--- config.mk ---
export PLATFORM = sky130hd
export DESIGN_NAME = pc_sequencer
export DESIGN_NICKNAME = d
export VERILOG_FILES = /design/src/rtl/pc_sequencer.sv
export SDC_FILE = /design/constraint.sdc
export NUM_CORES = 1
export LEC_CHECK = 0
export CELL_PAD_IN_SITES_DETAIL_PLACEMENT = 0
export CELL_PAD_IN_SITES_GLOBAL_PLACEMENT = 1
export CORE_ASPECT_RATIO = 0.75
export CORE_MARGIN = 3
export CORE_UTILIZATION = 37
export CTS_CLUSTER_DIAMETER = 150
export DETAILED_ROUTE_END_ITERATION = 10
export PLACE_DENSITY = 0.83
export SLEW_MARGIN = 20
export SYNTH_ARGS = -nofsm -noshare
export SYNTH_HDL_FRONTEND = slang
export SYNTH_SLANG_ARGS = --single-unit
--- constraint.sdc ---
create_clock -name clk -period 3.9 [get_ports clk]
set_input_delay 0.78 -clock clk [delete_from_list [all_inputs] [get_ports clk]]
set_output_delay 0.78 -clock clk [all_outputs]
set_load 0.05 [all_outputs]
--- src/rtl/pc_sequencer.sv ---
// pc_sequencer: Moore fetch/decode/execute control FSM for the adding-machine CPU.
module pc_sequencer #(
  parameter int ADDR_W = 6,
  parameter int CNT_W = 8,
  parameter logic [ADDR_W-1:0] HLT_ADDR = 6'h3F
) (
  input  logic clk,
  input  logic rst_n,
  input  logic start,
  input  logic pause,
  input  logic [ADDR_W+1:0] ir,
  output logic clr_pc,
  output logic inc_pc,
  output logic ld_pc,
  output logic ld_ar,
  output logic ar_sel,
  output logic mem_rd,
  output logic ld_ir,
  output logic ld_dr,
  output logic ld_ac,
  output logic alu_op,
  output logic clr_ac,
  output logic inc_ac,
  output logic busy,
  output logic halted,
  output logic [CNT_W-1:0] instr_cnt
);
  typedef enum logic [3:0] {IDLE, INIT, F0, F1, F2, DEC, M0, M1, M2, EA, EJ, EI, PAUSE, HALT} state_t;
  state_t state, nxt;
  logic alu_q, retire;
  logic [1:0] op;
  assign op = ir[ADDR_W+1:ADDR_W];
  always_comb begin
    nxt = IDLE;
    case (state)
      IDLE:        nxt = start ? INIT : IDLE;
      INIT:        nxt = F0;
      F0:          nxt = F1;
      F1:          nxt = F2;
      F2:          nxt = DEC;
      DEC:         nxt = !op[1] ? M0 : !op[0] ? EJ : (ir[ADDR_W-1:0] == HLT_ADDR) ? HALT : EI;
      M0:          nxt = M1;
      M1:          nxt = M2;
      M2:          nxt = EA;
      EA, EJ, EI:  nxt = pause ? PAUSE : F0;
      PAUSE:       nxt = pause ? PAUSE : F0;
      HALT:        nxt = start ? INIT : HALT;
      default:     nxt = IDLE;
    endcase
  end
  assign retire = (state == EA) || (state == EJ) || (state == EI) || (state == DEC && nxt == HALT);
  // Outputs are registered from the next state, so each one is a clean decode of the state it belongs to.
  always_ff @(posedge clk) begin
    if (!rst_n) begin
      state <= IDLE;
      alu_q <= 1'b0;
      instr_cnt <= '0;
      {clr_pc, inc_pc, ld_pc, ld_ar, ar_sel, mem_rd, ld_ir} <= '0;
      {ld_dr, ld_ac, alu_op, clr_ac, inc_ac, busy, halted} <= '0;
    end else begin
      state <= nxt;
      if (state == DEC) alu_q <= op[0];
      instr_cnt <= (state == INIT) ? '0 : (retire && instr_cnt != '1) ? instr_cnt + 1'b1 : instr_cnt;
      clr_pc <= nxt == INIT;
      clr_ac <= nxt == INIT;
      inc_pc <= nxt == F1;
      ld_pc <= nxt == EJ;
      ld_ar <= (nxt == F0) || (nxt == M0);
      ar_sel <= nxt == M0;
      mem_rd <= (nxt == F1) || (nxt == M1);
      ld_ir <= nxt == F2;
      ld_dr <= nxt == M2;
      ld_ac <= nxt == EA;
      alu_op <= (nxt == EA) && alu_q;
      inc_ac <= nxt == EI;
      busy <= !((nxt == IDLE) || (nxt == HALT) || (nxt == PAUSE));
      halted <= nxt == HALT;
    end
  end
endmodule

==> summary.md, run 1 <==
| Metric | Value |
|---|---|
| Setup Skew | 3.81 ps |
| CP Launch Type | input pin |
| Layout cells sized above 1 | 0.0526 |
| Register area | 520 sq um |
| Core area | 3060 sq um |
| Final worst-path cycle share | 0.670 |
| Cells resized by post-CTS repair | 0 |
| Final hold vios | 0 |
| Critical Path, Cell by Cell | clkdlybuf4s50_1, inv_1, or4_1, a21oi_1, mux2i_1, nor2_1 |
| PwrDens | 380 nW/um^2 |
| Vias in the first global route | 1,100 |
| First-pass GRT wire length | 4890 microns |
| Initial Util | 0.403 |
| R2r startpoint | state[0]$_SDFF_PN0_ |
| Largest net degree at the start of global routing | 16 |
| Nets@finish | approximately 190 |
| Full die area | 4070 sq um |
| DRC violations left | 0 |
| Detailed Routing Iterations Pass 1 | 5 |
| Synth warn | 0 |
| R2R depth | 5 |
| Via density | 5.33 |
| CTS clk-pin slew, worst paths | 90 ps |
| Fillers | 285 |
| CTS Buf Count | 3 |
| Longest Clk Path Bufs | 2 |
| R2r endpoint | instr_cnt[1]$_SDFFE_PP0P_ |
| Setup-failing EPs final | 0 |
| Ys flop type | dfxtp_1 |
| Slowest CP cell | or4_1 |
| Cts-stage hold buffer count | 0 |
| Top Ports | 34 |
| Family with the most delay on the worst path | simple AND/OR/NAND/NOR gates |
| Synthesized net count | 153 |
| Max stage delay on crit path | 730 ps |
| Seq/Total Area, Yosys | 0.422 |
| Highest Signal Layer | met4 |
| Port Buffers | 33 |
| CTS sink count | 26 |
| WL met3 | roughly 210 microns |
| Min Tclk post-route | around 2600 ps |
| GRT Total Usage | 0.150 |
| EDFF count, synth | 0 |
| Metal2 WL | 1330 microns |
| Post-synthesis cell type count | 41 |
| RSZ-0062 raised after global routing | false |
| Leakage power | 0.576 nW |
| Mapped Area | 1230 sq um |
| TNS Setup | 0 ps |
| Via count | about 1,100 |
| Most frequent cells in the layout | clkdlybuf4s50_1 (33), dfxtp_1 (26), nor2_1 (19) |
| Crit path DAT | 2760 ps |
| Slew Limit Fails | 0 |
| Final Power | 0.628 mW |
| FF-to-FF setup slack | 1710 ps |
| Synthesized instance count | 140 |
| H-tree lvl count | 1 |
| Commonest non-fill, non-tap cell in the layout | clkdlybuf4s50_1 |
| Setup bufs post-CTS | 0 |
| Worst slew pin tran | 615 ps |
| Multi-input gate area | 656 sq um |
| Crit Path Class | input pin to register |
| Die X-Extent | 72.7 microns |
| WL/cell | 13.8 microns |
| Total length of routed wires | 2890 microns |
| Min-Delay Path Class | register to register |
| Final Non-Filler Cells | 209 |
| Mean Syn Cell Area | between 8 and 9 sq um |
| Bufs and invs on worst path | 2 |
| Maxcap violations | 0 |
| Starting DRT DRC Count | a little over 60 |
| Inst Count DP | 205 |
| Crit-path max FO | 8 |
| Hold path cells | 2 |
| Async SR Flop Fraction | 0 |
| CP Data Required Time | 4040 ps |
| Worst skew pair latency | 270 ps |
| CP Capture Type | register |
| Relative slew slack | 0.587 |
| Max VDD drop | 0.000250 V |
| # diodes | 0 |
| Status | complete, no violations |
| Grt total ovfl | 0 |
| GP Congestion | 0.838 |
| Vert. Die Dim | 56.0 microns |
| DP HPWL | 2160 microns |
| M1 wire length | 1340 microns |
| DP Area | ~1600 sq um |
| Antenna violations before repair | 0 |
| CTS Root Cell | clkbuf_8 |
| CTS tree | yes |
| Post-synthesis register bit count | 26 |
| Critical path origin | ir[7] |
| Hold Startpoint | alu_q$_SDFFE_PN0P_ |
| Final instance area | 1650 sq um |
| Num rows | 17 |
| Area grow syn2layout | 33.9% |
| Final ANT Viol Nets | 0 |
| Fmax | 0.383 GHz |
| Hold endpoint | alu_op$_SDFF_PN0_ |
where the power goes:
part           internal [mW]  leakage [nW]  switching, mW
clock network          0.137        0.0357         0.0846
logic                 0.0460         0.329         0.0729
registers              0.275         0.211         0.0119
total                  0.459         0.576          0.169
synthesized netlist by cell type (2+ instances only):
| cell type | instances | area, sq um |
|---|---|---|
| o21ai_1 | 3 | 15.0 |
| a211oi_1 | 3 | 22.5 |
| a31oi_1 | 2 | 12.5 |
| and4_1 | 2 | 17.5 |
| buf_4 | 2 | 15.0 |
| nor3b_1 | 4 | 30.0 |
| o21ai_0 | 2 | 10.0 |
| nor2b_1 | 4 | 25.0 |
| nor2_1 | 19 | 71.3 |
| or3b_1 | 2 | 17.5 |
| nand3b_1 | 4 | 30.0 |
| inv_1 | 7 | 26.3 |
| nand2b_1 | 5 | 31.3 |
| xnor2_1 | 6 | 52.6 |
| clkbuf_1 | 3 | 11.3 |
| nand4_1 | 4 | 25.0 |
| nand3_1 | 7 | 35.0 |
| dfxtp_1 | 26 | 521 |
| nand2_1 | 3 | 11.3 |
| a21oi_1 | 11 | 55.1 |
logic make-up (layout without fill, tap and decap cells):
group,after synthesis,in the layout,share of synthesized area
AO/OA/AOI/OAI,30,30,0.175
XOR/XNOR,6,6,0.0426
adder cells (fa/ha/maj),1,1,0.0101
buffers and inverters,13,44,0.0466
flip-flops,26,26,0.422
multiplexers,1,1,0.00811
AND/OR/NAND/NOR,63,63,0.295
final cells by class:
type	count	share of cell area
Clock buffer	3	0.0250
Clock inverter	1	0.0182
Inverter	7	0.0159
Multi-Input combinational cell	101	0.397
Sequential cell	26	0.315
Tap cell	38	0.0288
Timing Repair Buffer	33	0.200
flip-flops by register name, indices dropped and copies added (netlist names):
name       cells
instr_cnt      8
alu_op         1
ld_ac          1
ar_sel         1
ld_dr          1
ld_pc          1
ld_ar          1
inc_pc         1
mem_rd         1
clr_ac         1
alu_q          1
inc_ac         1
halted         1
busy           1
ld_ir          1
state          4
through the flow:
| stage | utilization | hold slack, ps | setup WS [ps] |
|---|---|---|---|
| floorplan | - | 423 | 1710 |
| CTS | 0.539 | 457 | 1300 |
| global route | 0.539 | 503 | 1190 |
| global placement | 0.516 | 440 | 1080 |
| detailed placement | 0.516 | 444 | 1010 |
| finish | 0.539 | 452 | 1290 |
tightest hold or removal path: stages, from the launching register on:
cell     delay [ps]
dfxtp_1         310
inv_1            60
nor4b_1          50
routing by layer:
layer / vias to the layer above / track usage
met5: - / 0
met4: 0 / 0.0342
met3: 2 / 0.0469
met2: 48 / 0.246
met1: 498 / 0.192
li1: 566 / -
how the worst max path moves through the flow:
stage	to	slack, ps	depth (start not counted)
final	instr_cnt[1]$_SDFFE_PP0P_	1290	6
after global routing	instr_cnt[1]$_SDFFE_PP0P_	1190	6
after CTS	instr_cnt[1]$_SDFFE_PP0P_	1300	6
after detailed placement	instr_cnt[1]$_SDFFE_PP0P_	1010	6
after global placement	instr_cnt[7]$_SDFFE_PP0P_	1080	6
after floorplan	instr_cnt[7]$_SDFFE_PP0P_	1710	6
No activity file was read; power rests on OpenSTA's default activity.
==> run 2: changes to the inputs <==
--- a/config.mk
+++ b/config.mk
@@ -9,10 +9,10 @@
 export CELL_PAD_IN_SITES_GLOBAL_PLACEMENT = 1
 export CORE_ASPECT_RATIO = 0.75
 export CORE_MARGIN = 3
-export CORE_UTILIZATION = 37
+export CORE_UTILIZATION = 31
 export CTS_CLUSTER_DIAMETER = 150
 export DETAILED_ROUTE_END_ITERATION = 10
-export PLACE_DENSITY = 0.83
+export PLACE_DENSITY = 0.74
 export SLEW_MARGIN = 20
 export SYNTH_ARGS = -nofsm -noshare
 export SYNTH_HDL_FRONTEND = slang
==> constraint.sdc (replaced) <==
create_clock -name clk -period 2.4 [get_ports clk]
set_input_delay 0.48 -clock clk [delete_from_list [all_inputs] [get_ports clk]]
set_output_delay 0.48 -clock clk [all_outputs]
set_load 0.05 [all_outputs]
==> run 2 against run 1 <==
- worst setup slack worse by 1100 ps
- final area increased by 4.7%
- critical path depth rose by 1
- clock-buffer cell count unchanged
- register-to-register slack got worse by 1400 ps
- clock skew fell by 1.8 ps
- hold slack lost 0.81 ps
- cell count up 11%
- first-iteration DRC count up 29%
- total power is 64% higher
- via count grew 2.0%
==> summary.md, run 2 (same netlist as run 1, synthesis figures left out) <==
| Metric | Value |
|---|---|
| TNS Setup | 0 ps |
| Largest net degree at the start of global routing | 16 |
| Min Tclk post-route | 2220 ps |
| H-tree lvl count | 1 |
| Min-Delay Path Class | register to register |
| First-pass GRT wire length | between 4000 and 5000 microns |
| Final hold vios | 0 |
| Nets@finish | about 190 |
| Crit-path max FO | 8 |
| DP HPWL | between 2000 and 2500 microns |
| Grt total ovfl | 0 |
| R2R depth | 6 |
| Largest register FFs | 8 |
| Layout cells sized above 1 | 0.0950 |
| CTS tree | yes |
| Via count | 1,136 |
| Max stage delay on crit path | 500 ps |
| Worst slew pin tran | 617 ps |
| Vert. Die Dim | 60.6 microns |
| Largest regs | instr_cnt x8, state x4 |
| CP Data Required Time | 2550 ps |
| CP Capture Type | register |
| Worst skew pair latency | 270 ps |
| Total length of routed wires | about 3000 microns |
| Maxcap violations | 0 |
| GR peak layer | met2 |
| Status | complete, no violations |
| Setup Skew | 2.00 ps |
| Most frequent cells in the layout | clkdlybuf4s50_1 (33), dfxtp_1 (26), nor2_1 (19) |
| GP Congestion | ~0.82 |
| Detailed Routing Iterations Pass 1 | 4 |
| Met1 Use GR | 0.156 |
| Cts-stage hold buffer count | 0 |
| CTS Buf Count | 3 |
| Fillers | 371 |
| GR Util met2 | 0.222 |
| CTS sink count | 26 |
| Slowest CP cell | or4_1 |
| Die X-Extent | 78.8 microns |
| WL/cell | 13.0 microns |
| Critical Path, Cell by Cell | clkdlybuf4s50_1, nand4_1, or4_1, buf_4, a2111oi_4, xnor2_1, nor2_2 |
| Full die area | 4780 sq um |
| Cells resized by post-CTS repair | 0 |
| Fmax | between 0.4 and 0.5 GHz |
| CP Launch Type | input pin |
| Crit path DAT | 2370 ps |
| Antenna violations before repair | 0 |
| # diodes | 0 |
| CTS Root Cell | clkbuf_8 |
| Port Buffers | 33 |
| Final worst-path cycle share | 0.925 |
| Top Ports | 34 |
| Via density | 4.92 |
| Initial Util | 0.331 |
| Met3 usage | 0.0401 |
| PwrDens | around 590 nW/um^2 |
| Max VDD drop | 0.000297 V |
| Slew Limit Fails | 0 |
| Leakage power | 0.613 nW |
| Setup bufs post-CTS | 0 |
| Commonest non-fill, non-tap cell in the layout | clkdlybuf4s50_1 |
| Crit Path Class | input pin to register |
| Final Power | 1.03 mW |
| Largest register by flop count | instr_cnt |
| Hold path cells | 2 |
| RSZ-0062 raised after global routing | false |
| Starting DRT DRC Count | 80 |
| Setup-failing EPs final | 0 |
| Num rows | 19 |
| Relative slew slack | 0.586 |
| GRT Total Usage | 0.128 |
| Longest Clk Path Bufs | 2 |
| Vias in the first global route | between 1,000 and 1,500 |
| Multi-input gate area | 656 sq um |
| Final ANT Viol Nets | 0 |
| Register area | approximately 520 sq um |
| Area grow syn2layout | 40.2% |
| CTS clk-pin slew, worst paths | approximately 90 ps |
| DRC violations left | 0 |
| Core area | 3730 sq um |
-- run 2: critical path: cells and delay by family --
kind	cells	cell delay, ps
AOI/OAI and AO/OA	1	360
and+or+nand+nor	3	700
buffers and inverters	2	650
xor gates and xnor gates	1	170
-- run 2: worst paths after layout --
kind                        from  slack, ps                   endpoint
max reg2reg  state[2]$_SDFF_PN0_        300  instr_cnt[7]$_SDFFE_PP0P_
min           alu_q$_SDFFE_PN0P_        450          alu_op$_SDFF_PN0_
min reg2reg   alu_q$_SDFFE_PN0P_        450          alu_op$_SDFF_PN0_
max                        ir[4]        180  instr_cnt[7]$_SDFFE_PP0P_
-- run 2: routing by layer --
layer | vias up | wire (microns)
li1 | 577 | -
met1 | 519 | 1450
met2 | 38 | 1360
met3 | 2 | 169
met4 | 0 | 17
met5 | - | 0
-- run 2: cell type report --
cell class | instances | share of cell area
Sequential cell | 26 | 0.301
Clock inverter | 1 | 0.0174
Tap cell | 52 | 0.0376
Timing Repair Buffer | 41 | 0.226
Multi-Input combinational cell | 101 | 0.379
Clock buffer | 3 | 0.0239
Inverter | 7 | 0.0152
-- run 2: through the flow --
stage	hold slack (ps)	setup WS [ps]	std cells	util	instance area, sq um
floorplan	423	506	140	-	1230
global placement	437	-57.4	227	0.444	1660
detailed placement	441	-93.8	227	0.444	1660
CTS	455	188	231	0.463	1730
global route	496	112	231	0.463	1730
finish	451	180	231	0.463	1730
-- run 2: power breakdown --
part           total, mW  internal (mW)  switching, mW
Combinational      0.206         0.0813          0.125
Clock              0.360          0.223          0.137
Sequential         0.462          0.447         0.0149
Total               1.03          0.752          0.277
==> run 3: changes to the inputs <==
--- a/config.mk
+++ b/config.mk
@@ -5,6 +5,7 @@
 export SDC_FILE = /design/constraint.sdc
 export NUM_CORES = 1
 export LEC_CHECK = 0
+export CAP_MARGIN = 10
 export CELL_PAD_IN_SITES_DETAIL_PLACEMENT = 0
 export CELL_PAD_IN_SITES_GLOBAL_PLACEMENT = 1
 export CORE_ASPECT_RATIO = 0.75
==> results of run 3 <==
The final DEF is identical to that of run 2; final timing and power are the same.
==> variant: new RTL, flow settings as in run 3 <==
Change the parameter `ADDR_W` from 6 to 7.
--- a/src/rtl/pc_sequencer.sv
+++ b/src/rtl/pc_sequencer.sv
@@ -1,6 +1,6 @@
 // pc_sequencer: Moore fetch/decode/execute control FSM for the adding-machine CPU.
 module pc_sequencer #(
-  parameter int ADDR_W = 6,
+  parameter int ADDR_W = 7,
   parameter int CNT_W = 8,
   parameter logic [ADDR_W-1:0] HLT_ADDR = 6'h3F
 ) (
Ports: changed (resized ir); port bits go from 34 to 35. The function was not compared with the original's and may differ.
==> variant against run 3 <==
- global-route usage down 0.32 points
- critical endpoint is now instr_cnt[6]
- power down 4.8%
- routed wire length up 0.70%
- design area down 1.1%
- area after synthesis up 2.6%
- register-to-register slack better by 0.19 ns
- largest power group unchanged
- highest routed layer is now met3
- sequential cell count unchanged
- sequential power up 2%
- setup slack better by 0.18 ns
- synthesized cell count down 2.1%
==> variant: results (changes against run 3) <==
status: "finished, final reports clean"
pg_seq_w: 0.000471  # +2%
worstPathArrival_ns: 1.56  # -0.81 ns
dp_slack_ns: 0.116  # +0.210 ns
drt_wl_total_um: 3020  # +0.70%
top_layer_used: "met3"
cp_slowest_cell: "clkdlybuf4s50_1"
finalCriticalPeriod_ns: 2.04  # -0.184 ns
first_pass_iters: 4  # unchanged
cp_top_family: "buffers and inverters"
synth_common_cells: "26 x dfxtp_1, 9 x a21oi_1, 9 x nand2_1, 9 x nor2_1, 8 x nor3_1"
path_max_fanout: 5  # -3
synthTopCellsByArea: "dfxtp_1 41%, a21oi_1 3.6%, nand2b_1 3.5%, nor3_1 3.2%, nand2_1 2.7%"
holdCritStartpoint: "alu_q"
ys_seq_area_frac: 0.411  # -0.0108
reg2reg_to: "instr_cnt[3]"
swShare: 0.295  # +0.0259
pwr-share-comb: 0.238  # +0.037
hold_path_depth: 2  # unchanged
ys_types: 45  # +9.8%
n_fill_cell: 367  # -1.1%
grt_pass1_vias: 1049  # +3.3%
use_met1: 0.168  # +0.0119
whs_ns: 0.507  # +0.0558 ns
wl_met3_um: 109  # -36%
critPathLaunch: "instr_cnt[6]"
power_w: 0.000980  # -4.8%
syn-mean-instance-area_um2: 9.24  # +4.9%
p_leak_nw: 0.647  # +5.5%
grt_pass1_wl_um: 4820  # +2.1%
drt-initial-drc-count: 54  # -33%
routabilityCongestion: 0.865  # +5.9%
use_met3: 0.0278  # -0.0123
placed_cell_area_um2: 1660  # -0.15%
cts-root-buf: "clkbuf_8"
drive_gt1_frac: 0.0814  # -0.0136
endpoint: "instr_cnt[6]"
wl_met2_um: 1430  # +5.4%
num_vias: 1122  # -1.2%
r2r-start: "instr_cnt[0]"
reg2reg_slack_ns: 0.49  # +0.19 ns
max_stage_delay_ns: 0.85  # +0.35 ns
met2_usage: 0.212  # -0.0108
worst_slew_pin_slew_ns: 0.509  # -0.109 ns
synthesis.nets: 151  # -1.3%
dp.cells: 220  # -3.1%
ir_worst_vdd_uv: 473  # +59%
numPortBuffers: 34  # +3.0%
dp_hpwl_um: 2360  # +5.8%
grt_max_degree: 15  # -1
pwr_density_cell_nw_per_um2: 573  # -3.7%
[variant: changes by cell type after synthesis, sizes merged, moves of 3 or more]
cell,before,now
xnor2,6,2
nor2,20,9
a21oi,12,9
nand2,3,9
nor3,1,8
nor4,0,3
and4b,0,3
[variant: layout make-up]
cell class | instances | share of cell area
clock buffer | 4 | 0.0322
inverter | 6 | 0.0132
multi-input combinational | 99 | 0.400
sequential | 26 | 0.304
tap | 52 | 0.0380
timing repair buffer | 37 | 0.212
[variant: cell families (layout without fill, tap and decap cells)]
kind of cell | count (synthesis) | in the layout | synth area share
mux | 1 | 1 | 0.00791
simple gates | 65 | 65 | 0.313
buf+inv | 12 | 47 | 0.0484
compound gates | 30 | 30 | 0.196
flops | 26 | 26 | 0.411
xor+xnor | 2 | 2 | 0.0138
fa+ha+maj | 1 | 1 | 0.00988
[variant: tightest hold or removal path: stages (launching register included)]
cell	delay [ns]
dfxtp_1	0.34
inv_1	0.08
nor4_2	0.05
